==> config.mk <==
export PLATFORM = sky130hd
export DESIGN_NAME = nco_phase_sync_multi
export DESIGN_NICKNAME = d
export VERILOG_FILES = /design/src/rtl/nco_pkg.sv /design/src/rtl/nco_channel.sv /design/src/rtl/nco_phase_sync_multi.sv
export SDC_FILE = /design/constraint.sdc
export NUM_CORES = 1
export LEC_CHECK = 0
export ABC_AREA = 1
export CAP_MARGIN = 20
export CORE_AREA = 2 2 204 246
export DETAILED_ROUTE_END_ITERATION = 10
export DIE_AREA = 0 0 206 248
export PLACE_DENSITY = 0.45
export SLEW_MARGIN = 30
export SYNTH_ARGS = -nofsm -noshare
export SYNTH_HDL_FRONTEND = slang
export SYNTH_SLANG_ARGS = --single-unit
export TNS_END_PERCENT = 1
==> constraint.sdc <==
create_clock -name CLK_BASE -period 25.6 [get_ports CLK_BASE]
set_clock_uncertainty 0.1 [all_clocks]
set_input_delay 6.4 -clock CLK_BASE [delete_from_list [all_inputs] [get_ports CLK_BASE]]
set_output_delay 6.4 -clock CLK_BASE [all_outputs]
set_load 0.01 [all_outputs]
==> src/rtl/nco_pkg.sv <==
// Shared register map and bus-strobe types for the multi-channel phase NCO.
package nco_pkg;

    localparam logic [1:0] REG_FREQH = 2'd0;
    localparam logic [1:0] REG_FREQL = 2'd1;
    localparam logic [1:0] REG_PHASE = 2'd2;
    localparam logic [1:0] REG_CTRL  = 2'd3;

    localparam int CTRL_EN_BIT = 0;

    // One-hot register write strobes delivered to a single channel.
    typedef struct packed {
        logic freqh;
        logic freql;
        logic phase;
        logic ctrl;
    } ch_wr_t;

    // SYNC sits directly after the last channel's register block.
    function automatic logic [15:0] sync_offset(input int nch);
        return 16'(4 * nch);
    endfunction

endpackage

==> src/rtl/nco_channel.sv <==
// One NCO channel: frequency registers, accumulator, tick-driven phase counter,
// phase offset (slewed when NCO_PHASE_SLEW_EN is defined) and registered phase address.
module nco_channel
    import nco_pkg::*;
#(
    parameter int ACC_W = 32,
    parameter int CNT_W = 10
) (
    input  logic             clk,
    input  logic             rst,
    input  logic             en,
    input  logic             sync,
    input  ch_wr_t           wr,
    input  logic [15:0]      wdata,
    output logic [CNT_W-1:0] cout,
    output logic             tick,
    output logic             busy
);

    logic [ACC_W-17:0] fwh_q, fwh_d;
    logic [ACC_W-1:0]  fw_q, fw_d;
    logic [ACC_W-1:0]  acc_q, acc_d;
    logic [ACC_W:0]    sum;
    logic              tick_q, tick_d;
    logic              ch_en_q, ch_en_d;
    logic [CNT_W-1:0]  cnt_q, cnt_d;
    logic [CNT_W-1:0]  ofs_q, ofs_d;
    logic [CNT_W-1:0]  cout_q, cout_d;
`ifdef NCO_PHASE_SLEW_EN
    localparam logic [CNT_W-1:0] HALF = {1'b1, {(CNT_W-1){1'b0}}};
    logic [CNT_W-1:0]  tgt_q, tgt_d;
    logic [CNT_W-1:0]  diff;
`endif

    always_comb begin
        // NOTE: every _d gets its hold value first, so no path through this block can infer a latch.
        fwh_d   = fwh_q;
        fw_d    = fw_q;
        ch_en_d = ch_en_q;
        acc_d   = acc_q;
        tick_d  = 1'b0;
        cnt_d   = cnt_q;
        ofs_d   = ofs_q;
        sum     = {1'b0, acc_q} + {1'b0, fw_q};

        if (wr.freqh) fwh_d   = wdata[ACC_W-17:0];
        if (wr.freql) fw_d    = {fwh_q, wdata};
        if (wr.ctrl)  ch_en_d = wdata[CTRL_EN_BIT];

        if (sync) begin
            acc_d = '0;
            cnt_d = '0;
        end else begin
            if (en && ch_en_q) begin
                acc_d  = sum[ACC_W-1:0];
                tick_d = sum[ACC_W];
            end
            // A tick registered before a stop still retires into the counter.
            if (tick_q) cnt_d = cnt_q + 1'b1;
        end

`ifdef NCO_PHASE_SLEW_EN
        tgt_d = wr.phase ? wdata[CNT_W-1:0] : tgt_q;
        diff  = tgt_q - ofs_q;
        if (sync) begin
            ofs_d = tgt_q;
        end else if (tick_q && diff != '0) begin
            // Modular shortest path; an exact half-turn resolves upward.
            ofs_d = (diff <= HALF) ? ofs_q + 1'b1 : ofs_q - 1'b1;
        end
        busy = (ofs_q != tgt_q);
`else
        if (wr.phase) ofs_d = wdata[CNT_W-1:0];
        busy = 1'b0;
`endif

        cout_d = cnt_q + ofs_q;
    end

    always_ff @(posedge clk or posedge rst) begin
        if (rst) begin
            fwh_q   <= '0;
            fw_q    <= '0;
            ch_en_q <= 1'b1;
            acc_q   <= '0;
            tick_q  <= 1'b0;
            cnt_q   <= '0;
            ofs_q   <= '0;
            cout_q  <= '0;
`ifdef NCO_PHASE_SLEW_EN
            tgt_q   <= '0;
`endif
        end else begin
            // NOTE: non-blocking so every flop samples the pre-edge value of its neighbours.
            fwh_q   <= fwh_d;
            fw_q    <= fw_d;
            ch_en_q <= ch_en_d;
            acc_q   <= acc_d;
            tick_q  <= tick_d;
            cnt_q   <= cnt_d;
            ofs_q   <= ofs_d;
            cout_q  <= cout_d;
`ifdef NCO_PHASE_SLEW_EN
            tgt_q   <= tgt_d;
`endif
        end
    end

    assign cout = cout_q;
    assign tick = tick_q;

endmodule

==> src/rtl/nco_phase_sync_multi.sv <==
// Multi-channel NCO top: bus address decode, global SYNC pulse and BUSY reduction.
// Optional phase slewing is enabled by defining NCO_PHASE_SLEW_EN.
module nco_phase_sync_multi
    import nco_pkg::*;
#(
    parameter int          NCH       = 2,
    parameter int          ACC_W     = 32,
    parameter int          CNT_W     = 10,
    parameter logic [15:0] BASE_ADDR = 16'h000A
) (
    input  logic                 CLK_BASE,
    input  logic                 RST,
    input  logic                 EN,
    input  logic                 CS,
    input  logic                 WR_EN,
    input  logic [15:0]          ADDR,
    input  logic [15:0]          WDATA,
    output logic [NCH*CNT_W-1:0] COUT,
    output logic [NCH-1:0]       TICK,
    output logic                 BUSY
);

    logic            wr_acc;
    logic [15:0]     offset;
    logic            sync;
    logic [NCH-1:0]  busy_ch;

    // Addresses below BASE_ADDR wrap to a large offset and fall outside the map.
    assign wr_acc = !CS && WR_EN;
    assign offset = ADDR - BASE_ADDR;
    assign sync   = wr_acc && (offset == sync_offset(NCH));

    for (genvar k = 0; k < NCH; k++) begin : g_ch
        logic   sel;
        ch_wr_t wr;

        assign sel      = wr_acc && (offset[15:2] == 14'(k));
        assign wr.freqh = sel && (offset[1:0] == REG_FREQH);
        assign wr.freql = sel && (offset[1:0] == REG_FREQL);
        assign wr.phase = sel && (offset[1:0] == REG_PHASE);
        assign wr.ctrl  = sel && (offset[1:0] == REG_CTRL);

        nco_channel #(
            .ACC_W (ACC_W),
            .CNT_W (CNT_W)
        ) u_ch (
            .clk   (CLK_BASE),
            .rst   (RST),
            .en    (EN),
            .sync  (sync),
            .wr    (wr),
            .wdata (WDATA),
            .cout  (COUT[k*CNT_W +: CNT_W]),
            .tick  (TICK[k]),
            .busy  (busy_ch[k])
        );
    end

    assign BUSY = |busy_ch;

endmodule

==> results.cfg, run 1 <==
[critical_path]
crit_fanout = 44
crit_top_cell = nand2_1
cp-start-kind = input pin
slowest_stage = nand2_1
path_cells = clkdlybuf4s50_1, inv_2, ha_1, inv_1, nand2_1, nand2_1, nor2_1, nand2_1, nand2_1, nor2_2, nand2_1, inv_2, nand3_2, buf_4, nand2_1, o21ai_0
path_buf_inv = 5
crit_family = simple AND/OR/NAND/NOR gates
max_stage_delay_ps = 700
cp.required_ps = 25930
end_kind = flip-flop
worst_ep_arrival_time_ps = 10090
path_class = input pin to flip-flop

[global_route]
grt_max_degree = 127
grt_first_pass_wirelength_um = 70800
grt_pass1_vias = 12800
globalRouteTotalUtil_pct = 17.6
antenna_found_initial = 0
overflow = 0

[outcome]
status = complete, no violations

[timing]
final_max_slew_viol_count = 0
max-slew-margin-rel_pct = 44.8
min_period_ps = 9760
fmax_ghz = 0.102
hold_slack_ps = 372
hold_viol = 0
rsz0062_at_grt = no
setup_viol = 0
tightest_slew_ps = 827
finalSetupTns_ps = 0
finalCritPeriodShare_pct = 38.1

[yosys]
yosys.area.top_type = dfrtp_1
syn_nets = 2188
synthTopCellsByArea = dfrtp_1 (39%), nand2_1 (19%), nand3_1 (9.0%), ha_1 (7.4%), inv_1 (6.8%)
yosys.area.top_type_share_pct = 38.6
ys_types = 37
synth_ff_type = dfrtp_1
netlist_area_mm2 = 0.0144
yosys-top-cells-count = nand2_1 (744), inv_1 (260), nand3_1 (258)
ys_warn_count = 0
synthArstFlopShare_pct = 100
yosysMostFrequentCell = nand2_1
ys_seq_area_share_pct = 38.9
synth_edf_count = 0
ys_ff_latch = 224
syn_avg_cell_area_um2 = 6.99
syn_inst = 2062

[detailed_routing]
drt_first_pass_iters = 5
wl_um = 44100
ant_nets = 0
wl_per_cell_um = 16.0
drtIter0Drc = 844
viasPerCell = 4.69
vias = 13000
drc = 0

[cts]
cts_resized = 0
clock-root-buffer = clkbuf_16
htreeDepth = 1
cts_hold_buffers = 0
numCtsBuffers = 27
clock_sinks = 224
clk-insertion-delay-late_ps = 580
post_cts_buffers = 0
cts_tree = built
clkTransAtPathRegs_ps = 70
cts_buffer_depth = 3

[floorplan]
rows = 89
die-area_mm2 = 0.0511
die_height_um = 248
io-pin-count = 60
fp.dieW_um = 206
core_area_mm2 = 0.0488
initial_utilization_pct = 29.5

[pwr]
p_leak_uw = 0.00898
power_uw = 816
ir_drop_uv = 48.0
power_density_mw_per_mm2 = 49.1

[finish]
final_layout_size_suffix_gt1_share_pct = 4.04
synthToLayoutAreaGrowth_pct = 15.4
utilization_pct = 34.1
finalNetCount = 2232
antennaDiodeCount = 0
multi_input_area_mm2 = 0.00756
fillers = 5277
seq_area_mm2 = 0.00561

[placed_design]
place_congestion = 0.879
dp_hpwl_um = 32000
port_buffers = 58

[job]
maxCapViolations = 0

[hold_path]
hp-class = flip-flop to flip-flop
## registers in the layout, summed over array words and instances, names as in the netlist
| name | flops |
|---|---|
| g_ch.u_ch.cout | 20 |
| g_ch.u_ch.tick | 2 |
| g_ch.u_ch.acc_q | 64 |
| g_ch.u_ch.cnt_q | 20 |
| g_ch.u_ch.fwh_q | 32 |
| g_ch.u_ch.fw_q | 64 |
| g_ch.u_ch.ofs_q | 20 |
| g_ch.u_ch.ch_en_q | 2 |
## tightest hold or removal path: cells and delay by family (launching register included)
| family | cells | cell delay (ps) |
|---|---|---|
| and+or+nand+nor | 2 | 100 |
| DFF | 1 | 340 |
## metrics by stage
step / area [um^2] / cells / worst slack [ps]
detailed placement: 15600 / 2714 / 15250
global placement: 15600 / 2714 / 15330
finish: 16600 / 2764 / 15840
CTS: 16600 / 2764 / 15900
global route: 16600 / 2764 / 15520
floorplan: 14400 / 2062 / 12970
## cells by family (layout without fill, tap and decap cells)
group	Yosys count	in the layout	share of synthesized area [%]
xor+xnor	65	65	3.95
flops	224	224	38.9
simple gates	1220	1220	35.2
other cells	1	1	0.0260
fa+ha+maj	89	89	7.94
compound gates	144	144	5.29
buf+inv	319	384	8.69
## worst paths after layout
path / cells past startpoint / to / start / slack, ps
worst max-delay path: 16 / g_ch[1].u_ch.acc_q[7] / ADDR[1] / 15840
worst min-delay path: 2 / g_ch[0].u_ch.fwh_q[15] / g_ch[0].u_ch.fwh_q[15] / 370
worst max register to register: 12 / g_ch[0].u_ch.tick / g_ch[0].u_ch.acc_q[0] / 23070
worst min register to register: 2 / g_ch[0].u_ch.fwh_q[15] / g_ch[0].u_ch.fwh_q[15] / 370
max in group asynchronous: 3 / g_ch[1].u_ch.fwh_q[13] / RST / 17920
min in group asynchronous: 2 / g_ch[1].u_ch.acc_q[21] / RST / 6230
## where the power goes
part | switching (uW) | total [uW] | internal, uW
registers | 0.179 | 354 | 354
logic | 24.7 | 32.6 | 7.92
clock network | 171 | 429 | 258
total | 196 | 816 | 620
## layout make-up
cell class | instances | area share, %
Clock buffer | 34 | 4.46
Clock inverter | 16 | 1.44
Inverter | 265 | 6.06
Multi-Input combinational cell | 1519 | 45.5
Sequential cell | 224 | 33.7
Tap cell | 637 | 4.80
Timing Repair Buffer | 69 | 3.99
## layout by cell type (no fill, tap or decap), types with 4 or more instances in the layout
| cell | count |
|---|---|
| a21oi_1 | 66 |
| buf_4 | 11 |
| bufinv_16 | 5 |
| clkbuf_16 | 27 |
| clkbuf_8 | 4 |
| clkdlybuf4s50_1 | 58 |
| clkinv_2 | 4 |
| dfrtp_1 | 222 |
| fa_1 | 4 |
| ha_1 | 85 |
| inv_1 | 258 |
| inv_2 | 6 |
| nand2_1 | 741 |
| nand2_2 | 7 |
| nand3_1 | 258 |
| nand4_1 | 23 |
| nor2_1 | 153 |
| nor2_2 | 4 |
| nor2_4 | 4 |
| nor3_1 | 15 |
| nor3b_1 | 4 |
| o21ai_0 | 54 |
| o21ai_1 | 8 |
| o21bai_1 | 8 |
| xnor2_1 | 36 |
| xor2_1 | 29 |
## routing by layer
metal / GRT usage, % / up-vias / part of all wire, %
met5: 0 / - / 0
met4: 4.08 / 0 / 1.8
met3: 1.76 / 51 / 3.1
met2: 29.8 / 187 / 48
met1: 24.1 / 6106 / 47
li1: - / 6617 / -
Power figures use the tool's default switching activity.
==> run 2, diff against run 1 <==
- PLACE_DENSITY: 0.45 -> 0.46
- clock period: 25.6 -> 8.9 ns (I/O delays scaled with it)
==> run 2 against run 1 <==
  * Worst hold slack gained 1.2 ps
  * Global-route usage shrank 0.060 points
  * Sequential power grew to 2.9 times the previous value
  * Combinational power grew to 2.9 times the previous value
  * Clock-buffer cell count grew 2
  * Via count grew 1.1%
  * First-iteration DRC count shrank 3.4%
  * Wire length shrank 0.35%
  * Largest cell class unchanged
  * Final area grew 0.41%
==> results.cfg, run 2 (synthesis results as in run 1) <==
[outcome]
status = complete, no violations

[finish]
finalNetCount = 2233
antennaDiodeCount = 0
final_cell_mix = nand2_1 (741), inv_1 (258), nand3_1 (258)
final_layout_size_suffix_gt1_share_pct = 4.09
synthToLayoutAreaGrowth_pct = 15.8
fillers = 5298
seq_area_mm2 = 0.00561
final_common_cell = nand2_1
top_regs = g_ch.u_ch.acc_q: 64 flops, g_ch.u_ch.fw_q: 64 flops, g_ch.u_ch.fwh_q: 32 flops
multi_input_area_mm2 = 0.00756

[detailed_routing]
wl_um = 44000
wl_per_cell_um = 15.9
dr_wl_met2_um = 20400
drtIter0Drc = 815
route.met3.wl_um = 1600
wl_met1_um = 20500
ant_nets = 0
dr.max_layer_used = met5
drc = 0
viasPerCell = 4.74
vias = 13100
drt_first_pass_iters = 5

[timing]
finalCritPeriodShare_pct = 58.6
hold_viol = 0
tightest_slew_ps = 946
fmax_ghz = 0.192
final_max_slew_viol_count = 0
max-slew-margin-rel_pct = 36.9
finalSetupTns_ps = 0
min_period_ps = 5220
setup_viol = 0
rsz0062_at_grt = no

[critical_path]
rr_startpoint = g_ch[1].u_ch.acc_q[0]
path_class = input pin to flip-flop
r2r_slack_ps = 6370
reg2reg_depth = 12
cp.required_ps = 9260
max_stage_delay_ps = 730
cp-start-kind = input pin
crit_fanout = 70
endpoint = g_ch[0].u_ch.acc_q[8]
slowest_stage = buf_4
crit_top_cell = nand2_1
r2r-end = g_ch[1].u_ch.tick
path_cells = clkdlybuf4s50_1, inv_2, ha_1, inv_1, nand2_1, nand2_1, nor2_1, nand2_1, nand2_1, nor2_2, nand2_1, inv_2, nand3_2, buf_4, nand2_1, o21ai_0
worst_ep_arrival_time_ps = 5580
end_kind = flip-flop
worstSetupStartpoint = ADDR[1]

[floorplan]
die_height_um = 248
rows = 89
io-pin-count = 60
fp.dieW_um = 206
initial_utilization_pct = 29.5
die-area_mm2 = 0.0511
core_area_mm2 = 0.0488

[cts]
numCtsBuffers = 28
cts_tree = built
clk-insertion-delay-late_ps = 580
htreeDepth = 1
clock-root-buffer = clkbuf_16
post_cts_buffers = 0
cts_hold_buffers = 0
cts_resized = 0
clock_sinks = 224
clkTransAtPathRegs_ps = 60
cts_buffer_depth = 3

[pwr]
power_density_mw_per_mm2 = 144
p_leak_uw = 0.00901
power_uw = 2400
ir_drop_uv = 161

[global_route]
grt_max_degree = 82
grt_pass1_vias = 12900
globalRouteTotalUtil_pct = 17.5
overflow = 0
grt_first_pass_wirelength_um = 70200
antenna_found_initial = 1

[hold_path]
hp-class = flip-flop to flip-flop

[placed_design]
dp_hpwl_um = 31900
place_congestion = 0.891
port_buffers = 58

[job]
maxCapViolations = 0
run 2: layout make-up:
| type | instances | share of cell area [%] |
|---|---|---|
| Multi-Input combinational cell | 1519 | 45.3 |
| Tap cell | 637 | 4.78 |
| Clock buffer | 36 | 4.68 |
| Clock inverter | 16 | 1.61 |
| Timing Repair Buffer | 69 | 4.02 |
| Sequential cell | 224 | 33.6 |
| Inverter | 265 | 6.00 |
run 2: how the worst min path moves through the flow:
stage | startpoint | endpoint | slack (ps) | depth (start not counted)
global route | g_ch[1].u_ch.fwh_q[11] | g_ch[1].u_ch.fwh_q[11] | 390 | 2
finish | g_ch[0].u_ch.fwh_q[1] | g_ch[0].u_ch.fwh_q[1] | 370 | 2
floorplan | g_ch[0].u_ch.fwh_q[0] | g_ch[0].u_ch.fwh_q[0] | 340 | 2
global placement | g_ch[1].u_ch.fwh_q[12] | g_ch[1].u_ch.fwh_q[12] | 360 | 2
detailed placement | g_ch[1].u_ch.fwh_q[12] | g_ch[1].u_ch.fwh_q[12] | 360 | 2
CTS | g_ch[1].u_ch.fwh_q[12] | g_ch[1].u_ch.fwh_q[12] | 380 | 2
run 2: report_power, final:
group | total, uW | switching, uW | internal (uW)
Sequential | 1020 | 0.476 | 1020
Clock | 1280 | 487 | 797
Combinational | 95.2 | 72.2 | 23.0
run 2: stage by stage:
step	instance area [um^2]	hold WS [ps]	setup WS, ps	instances	utilization [%]
floorplan	14400	343	444	2062	-
detailed placement	15600	359	3120	2714	32.0
finish	16700	373	3680	2766	34.2
global route	16700	394	3320	2766	34.2
CTS	16700	375	3720	2766	34.2
global placement	15600	355	3070	2714	32.0
run 2: critical path: cells and delay by family:
| family | cells | cell delay (ps) |
|---|---|---|
| AO/OA/AOI/OAI | 1 | 350 |
| adder cells (fa/ha/maj) | 1 | 160 |
| buffers and inverters | 5 | 1460 |
| AND/OR/NAND/NOR | 9 | 1360 |
run 2: routing by layer:
metal  vias up  GRT usage [%]
met4         2           6.07
met1      6147           23.3
li1       6627              -
met3        81           2.05
met5         -              0
met2       242           29.3
